## src/rtl/counter_t_pkg.sv

```systemverilog
// ============================================================================
//  Module      : counter_t_pkg
//  Description : Shared direction constants and parameter legality check for
//                the T flip-flop based modulo counter.
//  Revision    : 1.0 - initial release
// ============================================================================
`default_nettype none

package counter_t_pkg;

   localparam logic DIR_UP   = 1'b1;
   localparam logic DIR_DOWN = 1'b0;

   // True when the stage count and modulus form a usable counter.
   function automatic bit params_legal(input int width, input int modulus);
      return (width >= 1) && (width <= 16) &&
             (modulus >= 2) && (modulus <= (1 << width));
   endfunction

endpackage

`default_nettype wire

```

## src/rtl/counter_t_sync_tff_cell.sv

```systemverilog
// ============================================================================
//  Module      : tff_cell
//  Description : Single toggle flip-flop stage with synchronous parallel load;
//                the inverse output is a separately registered copy.
//  Revision    : 1.0 - initial release
// ============================================================================
`default_nettype none

module tff_cell (
   input  logic clk,
   input  logic rst,
   input  logic t,
   input  logic ld,
   input  logic ld_val,
   output logic q,
   output logic q_inverse
);

   logic r_q;
   logic r_q_inverse;

   always_ff @(posedge clk) begin
      if (rst) begin
         r_q         <= 1'b0;
         r_q_inverse <= 1'b1;
      end else if (ld) begin
         r_q         <= ld_val;
         r_q_inverse <= ~ld_val;
      end else if (t) begin
         r_q         <= ~r_q;
         r_q_inverse <= ~r_q_inverse;
      end
   end

   assign q         = r_q;
   assign q_inverse = r_q_inverse;

endmodule

`default_nettype wire

```

## src/rtl/counter_t_sync.sv

```systemverilog
// ============================================================================
//  Module      : counter_t_sync
//  Description : Loadable modulo-N counter built from tff_cell stages, with a
//                combinational terminal-count output for cascading.
//                Define COUNTER_T_DOWN_EN to add the up port and down counting.
//  Revision    : 1.0 - initial release
// ============================================================================
`default_nettype none

module counter_t_sync
   import counter_t_pkg::*;
#(
   parameter int WIDTH   = 4,
   parameter int MODULUS = 10
) (
   input  logic             clk,
   input  logic             rst,
   input  logic             en,
   input  logic             load,
   input  logic [WIDTH-1:0] d,
`ifdef COUNTER_T_DOWN_EN
   input  logic             up,
`endif
   output logic [WIDTH-1:0] q,
   output logic [WIDTH-1:0] q_inverse,
   output logic             tc
);

   localparam logic [WIDTH-1:0] c_max_count = WIDTH'(MODULUS - 1);

   generate
      if (!params_legal(WIDTH, MODULUS)) begin : g_param_check
         $fatal(1, "counter_t_sync: illegal WIDTH/MODULUS combination");
      end
   endgenerate

   logic             w_up;
   logic [WIDTH-1:0] w_t_up;
   logic [WIDTH-1:0] w_t;
   logic [WIDTH-1:0] w_ld_val;
   logic             w_up_wrap;

`ifdef COUNTER_T_DOWN_EN
   assign w_up = up;
`else
   assign w_up = DIR_UP;
`endif

   // Out-of-range counts are folded into the wrap so the next step recovers.
   assign w_up_wrap = (q >= c_max_count);
   assign w_ld_val  = (d > c_max_count) ? c_max_count : d;
   assign tc        = en & (q == ((w_up == DIR_UP) ? c_max_count : {WIDTH{1'b0}}));

   always_comb begin : p_t_up
      logic v_acc;
      v_acc  = 1'b1;
      w_t_up = '0;
      for (int i = 0; i < WIDTH; i++) begin
         w_t_up[i] = v_acc;
         v_acc     = v_acc & q[i];
      end
   end

`ifdef COUNTER_T_DOWN_EN
   logic [WIDTH-1:0] w_t_dn;
   logic             w_dn_wrap;

   assign w_dn_wrap = (q == '0) || (q > c_max_count);

   always_comb begin : p_t_dn
      logic v_acc;
      v_acc  = 1'b1;
      w_t_dn = '0;
      for (int i = 0; i < WIDTH; i++) begin
         w_t_dn[i] = v_acc;
         v_acc     = v_acc & q_inverse[i];
      end
   end
`endif

   // Wrap toggles are chosen so that q ^ t lands on the wrap target in one edge.
   always_comb begin : p_toggle
      w_t = '0;
      if (en) begin
         if (w_up == DIR_UP) begin
            w_t = w_up_wrap ? q : w_t_up;
         end
`ifdef COUNTER_T_DOWN_EN
         else begin
            w_t = w_dn_wrap ? (q ^ c_max_count) : w_t_dn;
         end
`endif
      end
   end

   generate
      for (genvar i = 0; i < WIDTH; i++) begin : g_stage
         tff_cell u_cell (
            .clk       (clk),
            .rst       (rst),
            .t         (w_t[i]),
            .ld        (load),
            .ld_val    (w_ld_val[i]),
            .q         (q[i]),
            .q_inverse (q_inverse[i])
         );
      end
   endgenerate

endmodule

`default_nettype wire
```

## config.mk

```make
export PLATFORM = sky130hd
export DESIGN_NAME = counter_t_sync
export DESIGN_NICKNAME = d
export VERILOG_FILES = /design/src/rtl/counter_t_pkg.sv /design/src/rtl/counter_t_sync_tff_cell.sv /design/src/rtl/counter_t_sync.sv
export SDC_FILE = /design/constraint.sdc
export NUM_CORES = 1
export LEC_CHECK = 0
export ABC_AREA = 1
export ABC_CLOCK_PERIOD_IN_PS = 1300
export CAP_MARGIN = 20
export CORE_MARGIN = 1
export CORE_UTILIZATION = 35
export CTS_CLUSTER_SIZE = 10
export DETAILED_ROUTE_END_ITERATION = 8
export GPL_ROUTABILITY_DRIVEN = 0
export REMOVE_ABC_BUFFERS = 1
export SKIP_CTS_REPAIR_TIMING = 1
export SYNTH_ARGS = -nofsm -noshare
export SYNTH_HDL_FRONTEND = slang
export SYNTH_SLANG_ARGS = --single-unit
```

## constraint.sdc

```tcl
create_clock -name clk -period 1.3 [get_ports clk]
set_input_delay 0.26 -clock clk [delete_from_list [all_inputs] [get_ports clk]]
set_output_delay 0.26 -clock clk [all_outputs]
set_load 0.01 [all_outputs]
```

== Yosys cells after proc, flatten, opt, wreduce, memory -nomap -nowiden ==
Index checks and enable logic that the tools add are counted.

* Flip-flop bits (word level): 8
* Output and inout port bits: 9
* Logic and storage cells: 49

* Order comparisons: 2
* Equality and inequality tests: 1
* Mux-type cells: 19
* Bitwise logic cells: 15
* Reductions and logical operators: 4

{| class="wikitable"
|+ Operators with widths
! cell !! count
|-
| 2-to-1 mux 1 bit || 16
|-
| 2-to-1 mux 4 bit || 3
|-
| NOT 1 bit || 12
|-
| nonzero test 2 bit || 4
|-
| == test 4 bit, second input constant || 1
|-
| >= comparator 4 bit, second input constant || 1
|-
| > comparator 4 bit, second input constant || 1
|-
| bitwise AND 1 bit || 3
|}

== Depth between registers and ports, before layout ==
Gate-level depths: netlist (run 1).

* Depth after elaboration: 6
* Depth in mapped cells: 8
* Mapped depth without buffers: 7

== Hierarchy ==
A second synthesis (run 1) with hierarchy kept.

* Cells, all modules: 85
* Area, all modules: 521.8 um^2

{| class="wikitable"
|+ By module, submodules not included
! module !! times used !! cells an instance !! area an instance (um^2)
|-
| tff_cell || 4 || 15 || 102.6
|-
| counter_t_sync || 1 || 25 || 111.4
|}

== Worst setup path before layout (run 1) ==
No wires, ideal clock.

* Kind: reg2out
* Start: register g_stage[0].u_cell.r_q
* End: output tc
* Arrival: 923 ps
* Required time: 1040 ps
* Slack: 117 ps
* Cell stages (with the launch flop): 3
* Cells stage by stage: dfxtp_1 > inv_1 > nor4_1

* Cells in the longest elaborated chain, start to end: 2

{| class="wikitable"
|+ Ends and longest elaborated chain
! item !! RTL line !! text
|-
| start, declared || counter_t_sync_tff_cell.sv:19 || <nowiki>logic r_q;</nowiki>
|-
| start signal, assigned || counter_t_sync_tff_cell.sv:27 || <nowiki>r_q <= ld_val;</nowiki>
|-
| start signal, assigned || counter_t_sync_tff_cell.sv:30 || <nowiki>r_q <= ~r_q;</nowiki>
|-
| == test 4 bit || counter_t_sync.sv:52 || <nowiki>assign tc = en & (q == ((w_up == DIR_UP) ? c_max_count : {WIDTH{1'b0}}));</nowiki>
|-
| bitwise AND 1 bit || counter_t_sync.sv:52 ||
|-
| end, declared || counter_t_sync.sv:26 || <nowiki>output logic tc</nowiki>
|}

No other way between the ends.

== Final worst setup path (run 1) ==
* Start: input en
* End: output tc

* Cells in the longest elaborated chain, start to end: 1

{| class="wikitable"
|+ Ends and longest elaborated chain
! item !! RTL line !! text
|-
| start, declared || counter_t_sync.sv:18 || <nowiki>input logic en,</nowiki>
|-
| bitwise AND 1 bit || counter_t_sync.sv:52 ||
|}

No other way between the ends.

==> results of run 1 <==
==> flip-flops by register name (all words and copies together) (netlist names) <==
register / cells
g_stage.u_cell.q: 4
g_stage.u_cell.q_inverse: 4
==> kinds of logic (layout without fill, tap and decap cells) <==
family | count (synthesis) | in the layout
and+or+nand+nor | 52 | 52
buffers and inverters | 24 | 46
AOI/OAI and AO/OA | 11 | 11
DFF | 8 | 8
==> cell usage after synthesis <==
cell / n
nand3_1: 10
dfxtp_1: 8
nor2_1: 8
o21ai_1: 1
a31oi_2: 1
inv_2: 1
o22ai_1: 2
inv_1: 12
buf_4: 9
nand3_2: 1
nand2_1: 28
o21ai_0: 2
nor4_1: 1
buf_6: 2
a21oi_1: 5
nand4_1: 2
nand2_4: 1
nand2_2: 1
==> placed cells by master, fill, tap and decap left out, types with 2 or more instances in the layout <==
cell type,Yosys,final
a21oi_1,5,5
buf_4,9,14
clkbuf_4,0,3
clkdlybuf4s50_1,0,6
dfxtp_1,8,8
dlymetal6s2s_1,0,9
inv_1,12,12
nand2_1,28,28
nand3_1,10,10
nand4_1,2,2
nor2_1,8,8
o21ai_0,2,2
o22ai_1,2,2
==> routing by layer <==
metal	global-route usage (%)	part of all wire [%]	wire, µm	up-vias
li1	-	-	-	340
met1	24.4	51	743	280
met2	27.5	45	646	11
met3	2.55	3.8	55	0
met4	7.27	0	0	0
met5	0	0	0	-
==> metrics by stage <==
step | util (%) | TNS [ns]
after CTS | 52.8 | -1.95
after detailed placement | 51.3 | -1.98
final | 53.9 | -0.128
after floorplan | - | 0
after global placement | 51.3 | -1.77
after global routing | 53.9 | -0.184
==> cell type report <==
class                   instances  area [µm²]
fillers                       160         711
well taps                      16        20.0
repair buffers                 30         283
clock buffers                   3        22.5
inverters                      13        48.8
flip-flops and latches          8         160
multi-input cells              63         297
==> report_power, final <==
part | switching, W | internal, W | leakage [nW]
combinational | 0.000122 | 0.000125 | 0.416
sequential | 0.0000141 | 0.000268 | 0.0667
clock | 0.0000989 | 0.000107 | 0.0138
==> path summary, 6_finish.rpt <==
| path | end | slack (ns) | cells past startpoint |
|---|---|---|---|
| min reg2reg | g_stage[0].u_cell.q_inverse | 0.50 | 2 |
| max | tc | -0.13 | 4 |
| max reg2reg | g_stage[0].u_cell.q | 0.23 | 8 |
| min | g_stage[0].u_cell.q_inverse | 0.50 | 2 |
==> critical path: cells and delay by family <==
family	cells	cell delay, ns
buffers and inverters	3	0.69
and+or+nand+nor	1	0.21
==> results.md, run 1 <==
* Initial antenna violation count at 0
* Die Height at 43.3 µm
* Layout cells sized above 1 at 19.7%
* CP Capture Type: output pin
* Largest family of logic cells by synthesized area: simple AND/OR/NAND/NOR gates
* Violated checks: negative setup slack
* Hold WS at 0.497 ns
* Avg Cell Area, Syn at 6.27 µm²
* First DRT Iteration DRCs at 6
* Placed cells at 130
* Total track usage at 17.8%
* Worst-skew pair later-pin latency at 0.26 ns
* Slew Viols, Final at 0
* Register bit total from synthesis at 8
* Total power at 0.000735 W
* CTS buffer count at 3
* Ant. Diodes at 0
* Clock tree buffer depth at 2
* Synth area leaders: dfxtp_1 (27%), nand2_1 (18%), buf_4 (11%)
* CP Launch Point: en
* Drt via density at 4.74
* F_max at 0.700 GHz
* Routed len/inst at 10.9 µm
* Multiplexer share of the synthesized area at 0%
* Setup WS post-layout at -0.128 ns
* Die width at 43.3 µm
* Area post-placement at 791 µm²
* # IOs at 17
* Synth Instances at 95
* Sequential-to-total area share from yosys stat at 26.9%
* FP Rows at 14
* Sink Count at 8
* Clk root buf: clkbuf_4
* Simple-Gate Fraction of Synth Area at 38.9%
* Worst Path Max Fanout at 2
* First-pass GRT wire length at 2.48 mm
* Placement Setup Slack at -0.543 ns
* Max rail drop VDD at 510 µV
* RSZ-0062 raised after global routing: true
* DRT Pass-1 Iters at 4
* Setup violations, final at 1
* Hpwl dp at 1.13 mm
* Final std cells w/o fill at 133
* ANT nets after route at 0
* Status: finished, violations left
* Post-Synth XOR/XNOR Area at 0%
* Worst Max-Slew Pin Slew at 0.259 ns
* Die ar. at 0.00187 mm²
* Post-route cell area at 831 µm²
* CTS clk-pin slew, worst paths at 0.06 ns
* Skew final at 0.00378 ns
* Hold Startpoint: g_stage[0].u_cell.q_inverse
* H-tree levels at 1
* Syn-to-layout area delta at 39.5%
* Pleak at 0.496 nW
* Worst path required time at 1.04 ns
* Worst reg2reg startpoint: g_stage[1].u_cell.q
* NumNets Final at 127
* CTS tree: yes
* Synth Area in Compound Gates at 10.9%
* Routed vias at 631
* Crit start category: input pin
* Critical path's slowest cell: clkdlybuf4s50_1
* Crit path time final at 1.43 ns
* Synth Area in Adders at 0%
* Slew margin rel. at 82.7%
* Post-synth cell types at 18
* Pin count of the biggest net entering global routing at 9
* Effective utilization at floorplan at 38.6%
* Yosys warnings at 0
* Post-synth top area share at 26.9%
* Hold Path Class: flop to flop
* Fin crit share at 110%
* DRT Wirelength at 1.45 mm
* CORE AREA at 0.00154 mm²
* Delay of the slowest critical-path stage at 0.47 ns
* Post-synth top area cell: dfxtp_1
* Remaining global-route overflow at 0
* Post-synthesis cell area at 596 µm²
* DRC errors left at 0
* Critical setup path kind: input pin to output pin
* IO buf count at 16
* Max-cap violations at 0
* Vias in the first global route at 569
* Final hold viol count at 0
* Critical Path, Cell by Cell: clkdlybuf4s50_1, inv_1, nor4_1, buf_2
* Power per cell area at 885 mW/mm²
* Crit path DAT at 1.17 ns
(Power assumes the default switching activity.)
==> run 2: changes to the inputs <==
Settings changed: CTS_BUF_LIST set to sky130_fd_sc_hd__clkbuf_2 sky130_fd_sc_hd__clkbuf_4 sky130_fd_sc_hd__clkbuf_8.
==> results of run 2 <==
Final layout, timing and power as in run 1 (identical DEF).
==> run 3: changes to the inputs <==
Settings changed: ABC_CLOCK_PERIOD_IN_PS 1300 to 1650, CTS_BUF_LIST sky130_fd_sc_hd__clkbuf_2 sky130_fd_sc_hd__clkbuf_4 sky130_fd_sc_hd__clkbuf_8 to sky130_fd_sc_hd__clkbuf_8, REMOVE_ABC_BUFFERS 1 to unset.
Clock period 1.3 ns to 1.65 ns, I/O delays scaled along.
==> run 3 against run 2 <==
The flow now finishes without violations. Design area is 1.5% lower. Largest cell class unchanged. Sequential share of layout area up 0.29 points. First-iteration DRC count is 33% higher. Non-clock buffer count decreased by 2. Sequential power down 21%. Die area did not move.
==> results.md, run 3 (synthesis results as in run 1) <==
* Status: complete, no violations
* Initial antenna violation count at 0 (unchanged)
* Max-cap violations at 0 (unchanged)
* Pleak at 0.412 nW (-17%)
* Slew Viols, Final at 0 (unchanged)
* NumNets Final at 125 (-1.6%)
* Routed len/inst at 10.1 µm (-7.3%)
* Clk root buf: clkbuf_8
* Worst Max-Slew Pin Slew at 0.229 ns (-0.0302 ns)
* CTS clk-pin slew, worst paths at 0.04 ns (-0.02 ns)
* Final hold viol count at 0 (unchanged)
* Setup TNS at 0 ns (+0.128 ns)
* Die width at 43.3 µm (unchanged)
* Vias in the first global route at 511 (-10%)
* Post-route cell area at 818 µm² (-1.5%)
* Setup violations, final at 0 (-1)
* First DRT Iteration DRCs at 8 (+2)
* H-tree levels at 1 (unchanged)
* Area post-placement at 776 µm² (-1.9%)
* ANT nets after route at 0 (unchanged)
* CTS buffer count at 3 (unchanged)
* Clock share of power at 36.4% (+8.4 points)
* Final std cells w/o fill at 131 (-1.5%)
* Hold Path Class: flop to flop
* Hpwl dp at 1.08 mm (-5.0%)
* DRT Pass-1 Iters at 4 (unchanged)
* Syn-to-layout area delta at 37.4%
* First-pass GRT wire length at 2.01 mm (-19%)
* Slew margin rel. at 84.7% (+2.0 points)
* Most common cell after layout, fill and taps aside: nand2_1
* Skew final at 0.00223 ns (-0.00155 ns)
* Worst path required time at 1.32 ns (+0.28 ns)
* Die Height at 43.3 µm (unchanged)
* R2R setup slack at 0.56 ns (+0.33 ns)
* Psw at 0.000186 W (-21%)
* IO buf count at 16 (unchanged)
* Remaining global-route overflow at 0 (unchanged)
* Ant. Diodes at 0 (unchanged)
* Flop pwr share at 34.0% (-4.4 points)
* Layout cells sized above 1 at 19.1% (-0.53 points)
* CTS tree: yes
* F_max at 0.628 GHz
* Crit path DAT at 1.26 ns (+0.09 ns)
* Die ar. at 0.00187 mm² (unchanged)
* Placed cells at 128 (-1.5%)
* DRC errors left at 0 (unchanged)
* CORE AREA at 0.00154 mm² (unchanged)
* Pin count of the biggest net entering global routing at 9 (unchanged)
* # IOs at 17 (unchanged)
* Total track usage at 15.2% (-2.6 points)
* Crit path time final at 1.59 ns
* Power per cell area at 801 mW/mm² (-9.5%)
* Cell Int Power at 0.000469 W (-6.1%)
* Critical setup path kind: flop to output pin
* FP Rows at 14 (unchanged)
* Routed vias at 633 (+0.32%)
* Gate power share at 29.6% (-4.1 points)
* Worst Path Max Fanout at 7 (+5)
* Clock tree buffer depth at 2 (unchanged)
* Post-Route Utilization at 53.1% (-0.81 points)
* Fin crit share at 96.6%
* DRT Wirelength at 1.32 mm (-8.7%)
* CP Capture Type: output pin
* Max rail drop VDD at 401 µV (-21%)
* Commonest non-fill, non-tap cells in the layout: nand2_1 (28), clkdlybuf4s50_1 (15), inv_1 (12), buf_4 (12), nand3_1 (10)
* Crit start category: flop
* Effective utilization at floorplan at 38.6% (unchanged)
* Sink Count at 8 (unchanged)
* Sw frac at 28.4% (-3.6 points)
* Drt via density at 4.83 (+1.8%)
* Worst-skew pair later-pin latency at 0.23 ns (-0.03 ns)
* Syn nets at 103
-- run 3: layout make-up --
class	instances	area, µm²
Timing Repair Buffer	28	245
Clock buffer	3	41.3
Inverter	13	48.8
Sequential cell	8	160
Fill cell	168	723
Multi-Input combinational cell	63	303
Tap cell	16	20.0
-- run 3: path summary, 6_finish.rpt --
check	startpoint	cells after the start	endpoint
worst min-delay path	g_stage[0].u_cell.q_inverse	2	g_stage[0].u_cell.q_inverse
worst min register to register	g_stage[0].u_cell.q_inverse	2	g_stage[0].u_cell.q_inverse
worst max register to register	g_stage[1].u_cell.q	8	g_stage[0].u_cell.q
worst max-delay path	g_stage[1].u_cell.q	2	q[1]
-- run 3: power groups by stage --
stage	Combinational [W]	Clock, W	Sequential [W]
final	0.000194	0.000238	0.000223
after global routing	0.000213	0.000254	0.000226
after CTS	0.000194	0.000247	0.000223
after detailed placement	0.000193	0	0.000226
after global placement	0.000191	0	0.000226
after floorplan	0.000121	0	0.000230
-- run 3: per-layer routing --
metal	GRT usage [%]	part of all wire [%]	vias to the layer above
li1	-	-	337
met1	17.5	47	271
met2	23.9	46	21
met3	2.55	3.9	4
met4	12.7	2.7	0
met5	0	0	-
-- run 3: worst max-delay path, cell delays in order (launching register included) --
cell and delay, ns:
dfxtp_1 0.35, buf_4 0.15, clkdlybuf4s50_1 0.53
-- run 3: metrics by stage --
step                      setup WS, ns  power [W]  hold slack, ns
after floorplan                  0.397   0.000350           0.399
after global placement          -0.336   0.000418           0.480
after detailed placement        -0.324   0.000420           0.478
after CTS                       -0.349   0.000664           0.491
after global routing          -0.00941   0.000693           0.515
final                           0.0566   0.000655           0.484
